--- src/rtl/clock_alarm_core.sv ---
// Timekeeping core: BCD time/alarm registers, second prescaler, 12/24-hour display,
// alarm with snooze and ring timeout, and hour-count chime.
module clock_alarm_core #(
  parameter int unsigned CLK_HZ         = 50_000_000,
  parameter int unsigned ALARM_RING_SEC = 60,
  parameter int unsigned SNOOZE_MIN     = 5
) (
  input  logic       clk,
  input  logic       rst,
  input  logic       en,
  input  logic       mode_12h,
  input  logic [1:0] set_sel,
  input  logic       inc_hour,
  input  logic       inc_min,
  input  logic       alarm_en,
  input  logic       snooze,
  input  logic       stop,
  output logic [7:0] disp_hour,
  output logic [7:0] disp_min,
  output logic [7:0] disp_sec,
  output logic       pm,
  output logic       ringing,
  output logic       chime,
  output logic       sec_tick
);

  localparam int unsigned PRESC_W      = (CLK_HZ > 1) ? $clog2(CLK_HZ) : 1;
  localparam int unsigned SNOOZE_TICKS = SNOOZE_MIN * 60;
  localparam int unsigned ACNT_MAX     = (SNOOZE_TICKS > ALARM_RING_SEC) ? SNOOZE_TICKS
                                                                         : ALARM_RING_SEC;
  localparam int unsigned ACNT_W       = (ACNT_MAX > 1) ? $clog2(ACNT_MAX + 1) : 1;
  localparam int unsigned CHIME_W      = 5;

  typedef enum logic [1:0] {
    ST_IDLE   = 2'd0,
    ST_RING   = 2'd1,
    ST_SNOOZE = 2'd2
  } alarm_state_e;

  // BCD increment with wrap to 00 after max_v
  function automatic logic [7:0] bcd_inc(input logic [7:0] v, input logic [7:0] max_v);
    logic [3:0] tens;
    logic [3:0] units;
    tens  = v[7:4];
    units = v[3:0];
    if (v == max_v) begin
      tens  = 4'd0;
      units = 4'd0;
    end else if (units == 4'd9) begin
      tens  = tens + 4'd1;
      units = 4'd0;
    end else begin
      units = units + 4'd1;
    end
    return {tens, units};
  endfunction

  // 24-hour BCD hour to 12-hour binary value (00 -> 12, 13..23 -> 1..11)
  function automatic logic [4:0] hour_12(input logic [7:0] h_bcd);
    logic [4:0] b;
    logic [4:0] r;
    b = 5'(h_bcd[7:4]) * 5'd10 + 5'(h_bcd[3:0]);
    if (b == 5'd0)      r = 5'd12;
    else if (b > 5'd12) r = b - 5'd12;
    else                r = b;
    return r;
  endfunction

  function automatic logic [7:0] bin_to_bcd(input logic [4:0] b);
    logic [7:0] r;
    if (b >= 5'd10) r = {4'd1, 4'(b - 5'd10)};
    else            r = {4'd0, b[3:0]};
    return r;
  endfunction

  logic [PRESC_W-1:0] presc_q, presc_d;
  logic [7:0]         hh_q, hh_d, mm_q, mm_d, ss_q, ss_d;
  logic [7:0]         alm_h_q, alm_h_d, alm_m_q, alm_m_d;
  alarm_state_e       state_q, state_d;
  logic [ACNT_W-1:0]  acnt_q, acnt_d;
  logic [CHIME_W-1:0] chime_ph_q, chime_ph_d;
  logic               ringing_q, ringing_d;
  logic               chime_q, chime_d;

  logic               set_time, set_alarm, presc_run, tick_c;
  logic [7:0]         roll_hh, roll_mm, roll_ss;
  logic               alarm_hit, chime_hit;
  logic [CHIME_W-1:0] chime_n;
  logic [7:0]         src_h;

  assign set_time  = (set_sel == 2'b01);
  assign set_alarm = (set_sel == 2'b10);
  assign presc_run = en && !set_time;
  assign tick_c    = presc_run && (presc_q == PRESC_W'(CLK_HZ - 1));

  // Time value one second ahead, used both for the roll and for event detection
  always_comb begin
    roll_hh = hh_q;
    roll_mm = mm_q;
    roll_ss = bcd_inc(ss_q, 8'h59);
    if (ss_q == 8'h59) begin
      roll_mm = bcd_inc(mm_q, 8'h59);
      if (mm_q == 8'h59) roll_hh = bcd_inc(hh_q, 8'h23);
    end
  end

  assign alarm_hit = tick_c && alarm_en && (roll_hh == alm_h_q) && (roll_mm == alm_m_q)
                     && (roll_ss == 8'h00);
  assign chime_hit = tick_c && (roll_mm == 8'h00) && (roll_ss == 8'h00);
  assign chime_n   = hour_12(roll_hh);

  // Prescaler, time and alarm registers
  always_comb begin
    presc_d = presc_q;
    hh_d    = hh_q;
    mm_d    = mm_q;
    ss_d    = ss_q;
    alm_h_d = alm_h_q;
    alm_m_d = alm_m_q;

    if (set_time)        presc_d = '0;
    else if (tick_c)     presc_d = '0;
    else if (presc_run)  presc_d = presc_q + PRESC_W'(1);

    if (set_time) begin
      if (inc_hour) hh_d = bcd_inc(hh_q, 8'h23);
      if (inc_min) begin
        mm_d = bcd_inc(mm_q, 8'h59);
        ss_d = 8'h00;
      end
    end else if (tick_c) begin
      hh_d = roll_hh;
      mm_d = roll_mm;
      ss_d = roll_ss;
    end

    if (set_alarm) begin
      if (inc_hour) alm_h_d = bcd_inc(alm_h_q, 8'h23);
      if (inc_min)  alm_m_d = bcd_inc(alm_m_q, 8'h59);
    end
  end

  // Alarm FSM; acnt counts ring seconds up in RING and snooze seconds down in SNOOZE
  always_comb begin
    state_d = state_q;
    acnt_d  = acnt_q;
    case (state_q)
      ST_IDLE: begin
        if (alarm_hit) begin
          state_d = ST_RING;
          acnt_d  = '0;
        end
      end
      ST_RING: begin
        if (stop) begin
          state_d = ST_IDLE;
        end else if (snooze) begin
          state_d = ST_SNOOZE;
          acnt_d  = ACNT_W'(SNOOZE_TICKS);
        end else if (tick_c) begin
          if (acnt_q + ACNT_W'(1) >= ACNT_W'(ALARM_RING_SEC)) state_d = ST_IDLE;
          else                                                acnt_d  = acnt_q + ACNT_W'(1);
        end
      end
      ST_SNOOZE: begin
        if (stop) begin
          state_d = ST_IDLE;
        end else if (tick_c) begin
          if (acnt_q <= ACNT_W'(1)) begin
            state_d = ST_RING;
            acnt_d  = '0;
          end else begin
            acnt_d  = acnt_q - ACNT_W'(1);
          end
        end
      end
      default: state_d = ST_IDLE;
    endcase
    if (!alarm_en) state_d = ST_IDLE;
  end

  // Chime phase counter: 2N phases, even non-zero phases are the audible halves
  always_comb begin
    chime_ph_d = chime_ph_q;
    if (set_time)                           chime_ph_d = '0;
    else if (chime_hit)                     chime_ph_d = chime_n + chime_n;
    else if (tick_c && chime_ph_q != '0)    chime_ph_d = chime_ph_q - CHIME_W'(1);

    ringing_d = (state_d == ST_RING);
    chime_d   = (chime_ph_d != '0) && !chime_ph_d[0] && !ringing_d;
  end

  always_ff @(posedge clk) begin
    if (rst) begin
      presc_q    <= '0;
      hh_q       <= 8'h00;
      mm_q       <= 8'h00;
      ss_q       <= 8'h00;
      alm_h_q    <= 8'h00;
      alm_m_q    <= 8'h00;
      state_q    <= ST_IDLE;
      acnt_q     <= '0;
      chime_ph_q <= '0;
      ringing_q  <= 1'b0;
      chime_q    <= 1'b0;
    end else begin
      presc_q    <= presc_d;
      hh_q       <= hh_d;
      mm_q       <= mm_d;
      ss_q       <= ss_d;
      alm_h_q    <= alm_h_d;
      alm_m_q    <= alm_m_d;
      state_q    <= state_d;
      acnt_q     <= acnt_d;
      chime_ph_q <= chime_ph_d;
      ringing_q  <= ringing_d;
      chime_q    <= chime_d;
    end
  end

  // Display mux and 12/24-hour conversion
  always_comb begin
    src_h     = set_alarm ? alm_h_q : hh_q;
    disp_min  = set_alarm ? alm_m_q : mm_q;
    disp_sec  = set_alarm ? 8'h00 : ss_q;
    disp_hour = mode_12h ? bin_to_bcd(hour_12(src_h)) : src_h;
    pm        = mode_12h && (src_h >= 8'h12);
  end

  assign ringing  = ringing_q;
  assign chime    = chime_q;
  assign sec_tick = tick_c;

endmodule

--- config.mk ---
export PLATFORM = sky130hd
export DESIGN_NAME = clock_alarm_core
export DESIGN_NICKNAME = d
export VERILOG_FILES = /design/src/rtl/clock_alarm_core.sv
export SDC_FILE = /design/constraint.sdc
export NUM_CORES = 1
export LEC_CHECK = 0
export CORE_UTILIZATION = 29
export CTS_BUF_LIST = sky130_fd_sc_hd__clkbuf_4 sky130_fd_sc_hd__clkbuf_8 sky130_fd_sc_hd__clkbuf_16
export DETAILED_ROUTE_END_ITERATION = 8
export GPL_TIMING_DRIVEN = 0
export PLACE_DENSITY = 0.44
export SLEW_MARGIN = 20
export SYNTH_ARGS = -nofsm -noshare
export SYNTH_HDL_FRONTEND = slang
export SYNTH_SLANG_ARGS = --single-unit
--- constraint.sdc ---
create_clock -name clk -period 5.3 [get_ports clk]
set_input_delay 0.53 -clock clk [delete_from_list [all_inputs] [get_ports clk]]
set_output_delay 0.53 -clock clk [all_outputs]
set_load 0.02 [all_outputs]
* After elaboration in Yosys (flattened, before gate mapping)
Index checks and enable logic that the tools add are counted. Widths: inputs -> output; s select.
Cells by class: equal/unequal tests 26, reduce and logical (&&, ||, !) cells 34, add/sub/neg operators 20, muxes and demuxes 63, $lt $le $gt $ge 6, multipliers 2
Operator list (count):
- $mux 8 | 16
- $mux 4 | 20
- $mux 9 | 8
- $add 4x1->4 const B | 10
- $mux 5 | 8
- $pmux 9 s3 | 1
- $add 26x1->26 const B | 1
- $eq 26x26->1 const B | 1
- $eq 8x7->1 const B | 3
- $eq 4x4->1 const B | 5
- $mux 2 | 9
- $eq 8x6->1 const B | 2
- $eq 8x8->1 | 2
- $logic_not 8->1 | 2
- $logic_and 1x1->1 | 12
- $ne 2x2->1 const B | 6
- $add 5x4->5 | 2
- $gt 5x4->1 const B | 2
- $logic_not 5->1 | 2
- $reduce_bool 5->1 | 2
- $sub 5x4->5 const B | 2
- $add 9x1->9 const B | 1
- $ge 9x6->1 const B | 1
- $le 9x1->1 const B | 1
- 19 further kinds | 32
Word-level totals: bits of input ports 11, logic and storage cells 164, register bits 84, output and inout port bits 28

* Longest topological paths before layout
Gate-level depths: netlist (run 1).
word-level depth 16, gate-level depth with buffers 19, depth with buffers taken out 18

* Worst setup path after synthesis (run 1)
Ideal clock, no wire load.
path kind in2out, start in set_sel[0], end out disp_hour[2], arrival 3882 ps, path buffers 1, path slack 888 ps, data required time 4770 ps, stages 15, cells stage by stage nand2b_1 -> clkbuf_1 -> mux2i_1 -> inv_1 -> ha_1 -> a21o_1 -> a21oi_1 -> xnor2_1 -> xnor2_1 -> o22a_1 -> ha_1 -> o31ai_1 -> a21boi_1 -> mux2_2 -> a21oi_1
Between the ends: word-level cells in the longest chain between the ends 10, elaborated cells between the ends (all ways) 13, classes of those cells 3 x add/sub; 1 x mul; 2 x order compare; 1 x eq/ne; 5 x mux; 1 x reduce/logical
RTL lines:
- from (decl) | RTL line 12 | input logic [1:0] set_sel,
- $eq 2x2->1 (*) | RTL line 92 | assign set_alarm = (set_sel == 2'b10);
- $mux 8 (*) | RTL line 223 | src_h = set_alarm ? alm_h_q : hh_q;
- $mul 4x3->4 | RTL line 62 | b = 5'(h_bcd[7:4]) * 5'd10 + 5'(h_bcd[3:0]);
- $add 5x4->5 | RTL line 62
- $sub 5x4->5 or $gt 5x4->1 (tied branches) | RTL line 64 | else if (b > 5'd12) r = b - 5'd12;
- $mux 5 | RTL line 64
- $mux 5 | RTL line 63 | if (b == 5'd0) r = 5'd12;
- $sub 4x4->4 or $ge 5x4->1 (tied branches) | RTL line 71 | if (b >= 5'd10) r = {4'd1, 4'(b - 5'd10)};
- $mux 5 | RTL line 71
- $mux 8 (*) | RTL line 226 | disp_hour = mode_12h ? bin_to_bcd(hour_12(src_h)) : src_h;
- to (decl) | RTL line 18 | output logic [7:0] disp_hour,
Mark *: on every way between the ends. The rest lies on a longest branch, timed or not.

* Worst setup path in the final report (run 1)
start in set_sel[0], end out disp_hour[4]
Between the ends: word-level cells in the longest chain between the ends 10, elaborated cells between the ends (all ways) 12, classes of those cells 2 x add/sub; 1 x mul; 2 x order compare; 1 x eq/ne; 5 x mux; 1 x reduce/logical
RTL lines (RTL line):
- $eq 2x2->1 (*) | 92
- $mux 8 (*) | 223
- $mul 4x3->4 | 62
- $add 5x4->5 | 62
- $sub 5x4->5 or $gt 5x4->1 (tied branches) | 64
- $mux 5 | 64
- $mux 5 | 63
- $ge 5x4->1 | 71
- $mux 5 | 71
- $mux 8 (*) | 226
Marks and branches as above.

==> results of run 1 <==
power groups by stage:
stage	logic (mW)	clock network [mW]	registers (mW)
global route	0.110	0.695	0.641
finish	0.0995	0.646	0.640
global placement	0.0992	0	0.655
CTS	0.101	0.671	0.640
floorplan	0.0571	0	0.653
detailed placement	0.0979	0	0.655
state kept, by name (all words and copies together) (netlist names):
register,flops
hh_q,8
acnt_q,9
alm_h_q,8
ringing,1
chime_ph_q,5
presc_q,26
state_q,2
alm_m_q,8
mm_q,8
ss_q,8
chime,1
metal layers:
metal	vias up	wire, um	share of wire (%)	track usage (%)
li1	3223	-	-	-
met1	2868	9950	52	24.3
met2	105	8270	43	26.2
met3	18	651	3.4	2.48
met4	0	282	1.5	5.05
met5	-	0	0	0
logic make-up after synthesis:
group | Yosys count | synth area share, %
AND/OR/NAND/NOR | 381 | 29.7
flip-flops | 84 | 25.8
multiplexers | 15 | 2.34
AO/OA/AOI/OAI | 192 | 19.4
XOR/XNOR | 71 | 9.52
adder cells (fa/ha/maj) | 43 | 8.36
buffers and inverters | 80 | 4.94
Yosys cell counts (8+ instances only):
master / n / area share [%]
nand4_1: 17 / 1.6
nor2b_1: 8 / 0.77
dfxtp_1: 84 / 26
a21oi_1: 54 / 4.1
xnor2_1: 36 / 4.8
and3_1: 15 / 1.4
a31oi_1: 11 / 1.1
inv_1: 37 / 2.1
ha_1: 42 / 8.0
xor2_1: 35 / 4.7
nor3_1: 30 / 2.3
nand2_1: 97 / 5.6
nor4_1: 10 / 0.96
nand2b_1: 13 / 1.2
clkbuf_1: 33 / 1.9
nand3b_1: 10 / 1.1
mux2i_1: 13 / 2.0
nor2_1: 96 / 5.5
a211oi_1: 10 / 1.1
and2_1: 14 / 1.3
nand3_1: 23 / 1.8
o21ai_0: 40 / 3.1
or3_1: 12 / 1.1
worst paths after layout:
check / cells after the start / start / end
worst min-delay path: 2 / presc_q[1]$_SDFFE_PP0P_ / presc_q[1]$_SDFFE_PP0P_
worst min register to register: 2 / presc_q[1]$_SDFFE_PP0P_ / presc_q[1]$_SDFFE_PP0P_
worst max-delay path: 16 / set_sel[0] / disp_hour[4]
worst max register to register: 15 / ss_q[4]$_SDFFE_PP0P_ / chime$_SDFF_PP0_
cell type report:
| class | instances | area (um2) |
|---|---|---|
| Multi-Input combinational cell | 702 | 4570 |
| Clock inverter | 5 | 42.5 |
| Sequential cell | 84 | 1680 |
| Clock buffer | 11 | 253 |
| Timing Repair Buffer | 42 | 413 |
| Fill cell | 2336 | 14300 |
| Inverter | 37 | 139 |
| Tap cell | 280 | 350 |
| Buffer | 42 | 184 |
cells in the final DEF, fill, tap and decap left out, types with 15 or more instances in the layout:
| cell | instances |
|---|---|
| nor3_1 | 30 |
| nand4_1 | 17 |
| xnor2_1 | 34 |
| clkdlybuf4s50_1 | 34 |
| inv_1 | 37 |
| dfxtp_1 | 84 |
| nand2_1 | 97 |
| nor2_1 | 96 |
| xor2_1 | 35 |
| a21oi_1 | 53 |
| ha_1 | 42 |
| nand3_1 | 23 |
| clkbuf_1 | 31 |
| o21ai_0 | 39 |
| and3_1 | 15 |
tightest hold or removal path: cells and delay by family (launching register included):
kind	cells	cell delay [ps]
compound gates	1	60
simple gates	1	60
flops	1	330
timing repair:
action / 4_1_cts / 5_1_grt
hold buffers: 0 / 0
pin swaps: 1 / 1
gates resized for setup: 11 / 7
buffers inserted: 2 / 2
setup endpoints to repair: 4 / 4
through the flow:
step / area, um2 / util, %
floorplan: 6530 / -
global placement: 7260 / 33.1
detailed placement: 7260 / 33.1
CTS: 7600 / 34.6
global route: 7630 / 34.8
finish: 7630 / 34.8
==> impl_metrics.env, run 1 <==
export IMPL_layout_setup_ws_ps=397
export IMPL_crit_family="buffers and inverters"
export IMPL_start_kind="primary input"
export IMPL_tightest_slew_ps=1100
export IMPL_synthArstFlopShare_pct=0
export IMPL_overflow=0
export IMPL_clock_power_share_pct=46.6
export IMPL_slowest_delay_ps=620
export IMPL_swShare_pct=26.2
export IMPL_insertedDiodeCount=0
export IMPL_drv_cap=0
export IMPL_violations="design-rule violations"
export IMPL_area_delta_synth_final_pct=16.9
export IMPL_routedWlPerCell_um=15.9
export IMPL_die_x_um=152
export IMPL_report_power_total_mw=1.39
export IMPL_p_int_mw=1.02
export IMPL_clk_pin_slew_ps=70
export IMPL_synth_edf_count=0
export IMPL_synth_avg_cell_area_um2=7.54
export IMPL_fmax_mhz=204
export IMPL_hold_path_class="flop to flop"
export IMPL_wl_um=19200
export IMPL_cp_buffers_inverters=3
export IMPL_cts_sinks=84
export IMPL_drc=6
export IMPL_finalCriticalPeriod_ps=4900
export IMPL_worstSetupEndpointType="primary output"
export IMPL_fp_dieH_um=152
export IMPL_first_iter_violations=382
export IMPL_power_leakage_nw=2.95
export IMPL_finClkSkew_ps=7.12
export IMPL_cts_path_max_buffers=2
export IMPL_ys_warnings_count=0
export IMPL_seq_power_share_pct=46.2
export IMPL_crit_top_cell="ha_1"
export IMPL_cp_cell_sequence="clkdlybuf4s50_1 -> nand2b_4 -> mux2i_2 -> inv_1 -> ha_1 -> ha_1 -> a21oi_1 -> xnor2_1 -> xnor2_2 -> a21oi_1 -> o22a_1 -> ha_1 -> o31ai_1 -> a21boi_2 -> mux2i_1 -> clkdlybuf4s50_1"
export IMPL_numPortBuffers=38
export IMPL_slew_violations=0
export IMPL_grt_max_degree=16
export IMPL_std_cell_rows=54
export IMPL_gp_congestion=0.852
export IMPL_critPathArrivalTime_ps=4370
export IMPL_setup_viol=0
export IMPL_fin_crit_sh_pct=92.5
export IMPL_h_tree_depth=3
export IMPL_path_max_fanout=7
export IMPL_power_frac_comb_pct=7.2
export IMPL_pin_count=39
export IMPL_cts_tree="yes"
export IMPL_vdd_drop_max_v=0.000147
export IMPL_cts_made_buffers=9
export IMPL_stdcell_count=1203
export IMPL_cts_root_buf="clkbuf_16"
export IMPL_dpl_hpwl_um=14400
export IMPL_grt_total_usage_pct=17.0
export IMPL_grt_pass1_vias=5801
export IMPL_synth_area_um2=6530
export IMPL_status="finished, violations left"
export IMPL_drive_above_1_share_pct=5.53
export IMPL_ys_types=74
export IMPL_netSwitchingPower_uw=363
export IMPL_slowest_stage="clkdlybuf4s50_1"
export IMPL_relSlewSlack_pct=26.4
export IMPL_power_density_nw_per_um2=182
export IMPL_antenna_found_initial=0
export IMPL_timing_hold_ws_ps=493
export IMPL_rsz0062_at_grt="false"
export IMPL_finalHoldViolations=0
export IMPL_path_class="primary input to primary output"
export IMPL_start_util_pct=29.7
export IMPL_required_ps=4770
export IMPL_ant_nets=0
export IMPL_clock_latency_ps=360
export IMPL_die_area_um2=23100
export IMPL_yosys_most_used_dff="dfxtp_1"
export IMPL_ff2ff_setup_slack_ps=640
export IMPL_ys_seq_area_share_pct=25.8
export IMPL_tns_ps=0
export IMPL_nNetsFinal=972
export IMPL_dp_cells=1184
export IMPL_vias=6214
export IMPL_synth_seq_cells=84
export IMPL_syn_nets=920
export IMPL_routed_via_density=5.17
export IMPL_pre_cts_ws_ps=-813
export IMPL_dr_pass1_iters=7
export IMPL_grt_pass1_wl_um=31600
export IMPL_syn_inst=866
export IMPL_core_area_um2=22000
(Power assumes the default switching activity.)
==> run 2: changes to the inputs <==
CORE_ASPECT_RATIO = 1.25   (was default)
==> run 2 against run 1 <==
Compared with the run above: the flow now finishes without violations; clock power rose by 5.6%; power rose by 2.5%; cell count barely moved; die area barely moved; first-iteration DRC count fell by 23%; critical path type unchanged; largest cell class unchanged.
==> impl_metrics.env, run 2 (synthesis gave the netlist of run 1 again) <==
export IMPL_status="complete, no violations"
export IMPL_path_class="primary input to primary output"
export IMPL_vdd_drop_max_v=0.000149
export IMPL_h_tree_depth=3
export IMPL_routed_via_density=5.25
export IMPL_route_met2_wl_um=9440
export IMPL_vias=6318
export IMPL_cts_root_buf="clkbuf_16"
export IMPL_routedWlPerCell_um=16.5
export IMPL_dr_pass1_iters=5
export IMPL_p_int_mw=1.04
export IMPL_area_delta_synth_final_pct=17.1
export IMPL_drv_cap=0
export IMPL_relSlewSlack_pct=33.3
export IMPL_critPathArrivalTime_ps=4360
export IMPL_start_util_pct=29.5
export IMPL_finalHoldViolations=0
export IMPL_numPortBuffers=38
export IMPL_nNetsFinal=970
export IMPL_fin_crit_sh_pct=92.3
export IMPL_gp_congestion=0.829
export IMPL_grt_max_degree=17
export IMPL_dpl_hpwl_um=14800
export IMPL_rsz0062_at_grt="false"
export IMPL_cts_path_max_buffers=2
export IMPL_die_x_um=136
export IMPL_grt_pass1_vias=6184
export IMPL_cp_cell_sequence="clkdlybuf4s50_1 -> nand2b_4 -> mux2i_4 -> inv_1 -> ha_1 -> ha_1 -> a21oi_1 -> xnor2_1 -> xnor2_2 -> a21oi_1 -> o22a_1 -> ha_1 -> o31ai_1 -> a21boi_2 -> mux2_2 -> a21oi_1 -> clkbuf_2"
export IMPL_power_frac_comb_pct=7.0
export IMPL_final_common_cell="nand2_1"
export IMPL_slew_violations=0
export IMPL_pin_count=39
export IMPL_layout_common_cells="nand2_1, nor2_1, dfxtp_1"
export IMPL_antenna_found_initial=0
export IMPL_route_met3_wl_um=681
export IMPL_cts_sinks=84
export IMPL_die_area_um2=23100
export IMPL_wirelength_met1_um=9260
export IMPL_hold_path_class="flop to flop"
export IMPL_drive_above_1_share_pct=5.54
export IMPL_final_util_pct=34.5
export IMPL_slowest_stage="clkdlybuf4s50_1"
export IMPL_insertedDiodeCount=0
export IMPL_fillCellCount=2423
export IMPL_power_leakage_nw=2.93
export IMPL_finClkSkew_ps=6.43
export IMPL_seq_power_share_pct=45.0
export IMPL_cts_hold_buffers_added=0
export IMPL_std_cell_rows=61
export IMPL_netSwitchingPower_uw=377
export IMPL_overflow=0
export IMPL_fmax_mhz=204
export IMPL_grt_pass1_wl_um=32700
export IMPL_core_area_um2=22100
export IMPL_cts_made_buffers=9
export IMPL_clk_pin_slew_ps=70
export IMPL_largestRegisters="presc_q (26), acnt_q (9)"
export IMPL_multiInputGateArea_um2=4590
export IMPL_worstSetupEndpointType="primary output"
export IMPL_pre_cts_ws_ps=-723
export IMPL_first_iter_violations=293
export IMPL_start_kind="primary input"
export IMPL_design_area_um2=7640
export IMPL_largest_register="presc_q"
export IMPL_power_density_nw_per_um2=186
export IMPL_fp_dieH_um=170
export IMPL_clock_latency_ps=360
export IMPL_finalCriticalPeriod_ps=4890
export IMPL_grt_total_usage_pct=18.1
export IMPL_dpl_cell_area_um2=7270
export IMPL_clock_power_share_pct=48.0
export IMPL_seq_area_um2=1680
export IMPL_drc=0
export IMPL_ant_nets=0
export IMPL_required_ps=4770
export IMPL_path_max_fanout=10
export IMPL_largest_reg_flops=26
export IMPL_dp_cells=1187
export IMPL_routed_top_layer="met4"
export IMPL_wl_um=19900
export IMPL_layout_setup_ws_ps=409
export IMPL_setup_viol=0
export IMPL_slowest_delay_ps=520
export IMPL_tightest_slew_ps=992
export IMPL_cts_tree="yes"
export IMPL_stdcell_count=1204
export IMPL_swShare_pct=26.5
run 2: power by group through the flow:
stage	combinational [mW]	clock, mW	sequential (mW)
2_1_floorplan	0.0571	0	0.653
3_3_place_gp	0.0993	0	0.655
3_5_place_dp	0.0984	0	0.655
4_1_cts	0.0997	0.703	0.640
5_1_grt	0.109	0.719	0.641
6_report	0.0988	0.682	0.640
run 2: cell type report:
type,instances,area share [%]
plain buffers,42,2.41
flip-flops and latches,84,22.0
multi-input cells,702,60.0
clock buffers,9,2.95
well taps,283,4.63
repair buffers,40,5.17
inverters,37,1.82
clock inverters,7,1.03
run 2: critical path, delay by kind of cell:
kind / cells / cell delay, ps
mux: 2 / 660
fa+ha+maj: 3 / 810
simple gates: 1 / 280
buf+inv: 3 / 770
xor+xnor: 2 / 300
compound gates: 6 / 1010
run 2: final timing paths:
check / cells after the start / end / slack [ps] / from
max: 17 / disp_hour[2] / 410 / set_sel[0]
max reg2reg: 15 / chime$_SDFF_PP0_ / 610 / ss_q[4]$_SDFFE_PP0P_
min reg2reg: 2 / presc_q[1]$_SDFFE_PP0P_ / 480 / presc_q[1]$_SDFFE_PP0P_
min: 2 / presc_q[1]$_SDFFE_PP0P_ / 480 / presc_q[1]$_SDFFE_PP0P_
run 2: what timing repair did:
| action | in CTS | in global routing |
|---|---|---|
| cloned | 0 | 0 |
| pin swaps | 1 | 1 |
| endpoints found under the setup margin | 4 | 4 |
| resized for setup | 8 | 12 |
| buffers inserted | 0 | 2 |
run 2: per-stage QoR:
step	setup TNS, ps	hold WS, ps	power [mW]
5_1_grt	0	522	1.47
4_1_cts	0	483	1.44
3_5_place_dp	-2100	473	0.753
3_3_place_gp	-2170	470	0.754
6_report	0	479	1.42
2_1_floorplan	0	454	0.710
run 2: routing by layer:
layer	global-route usage [%]	vias up
met3	1.88	32
met5	0	-
met2	30.5	121
met1	23.2	2951
met4	7.63	0
li1	-	3214
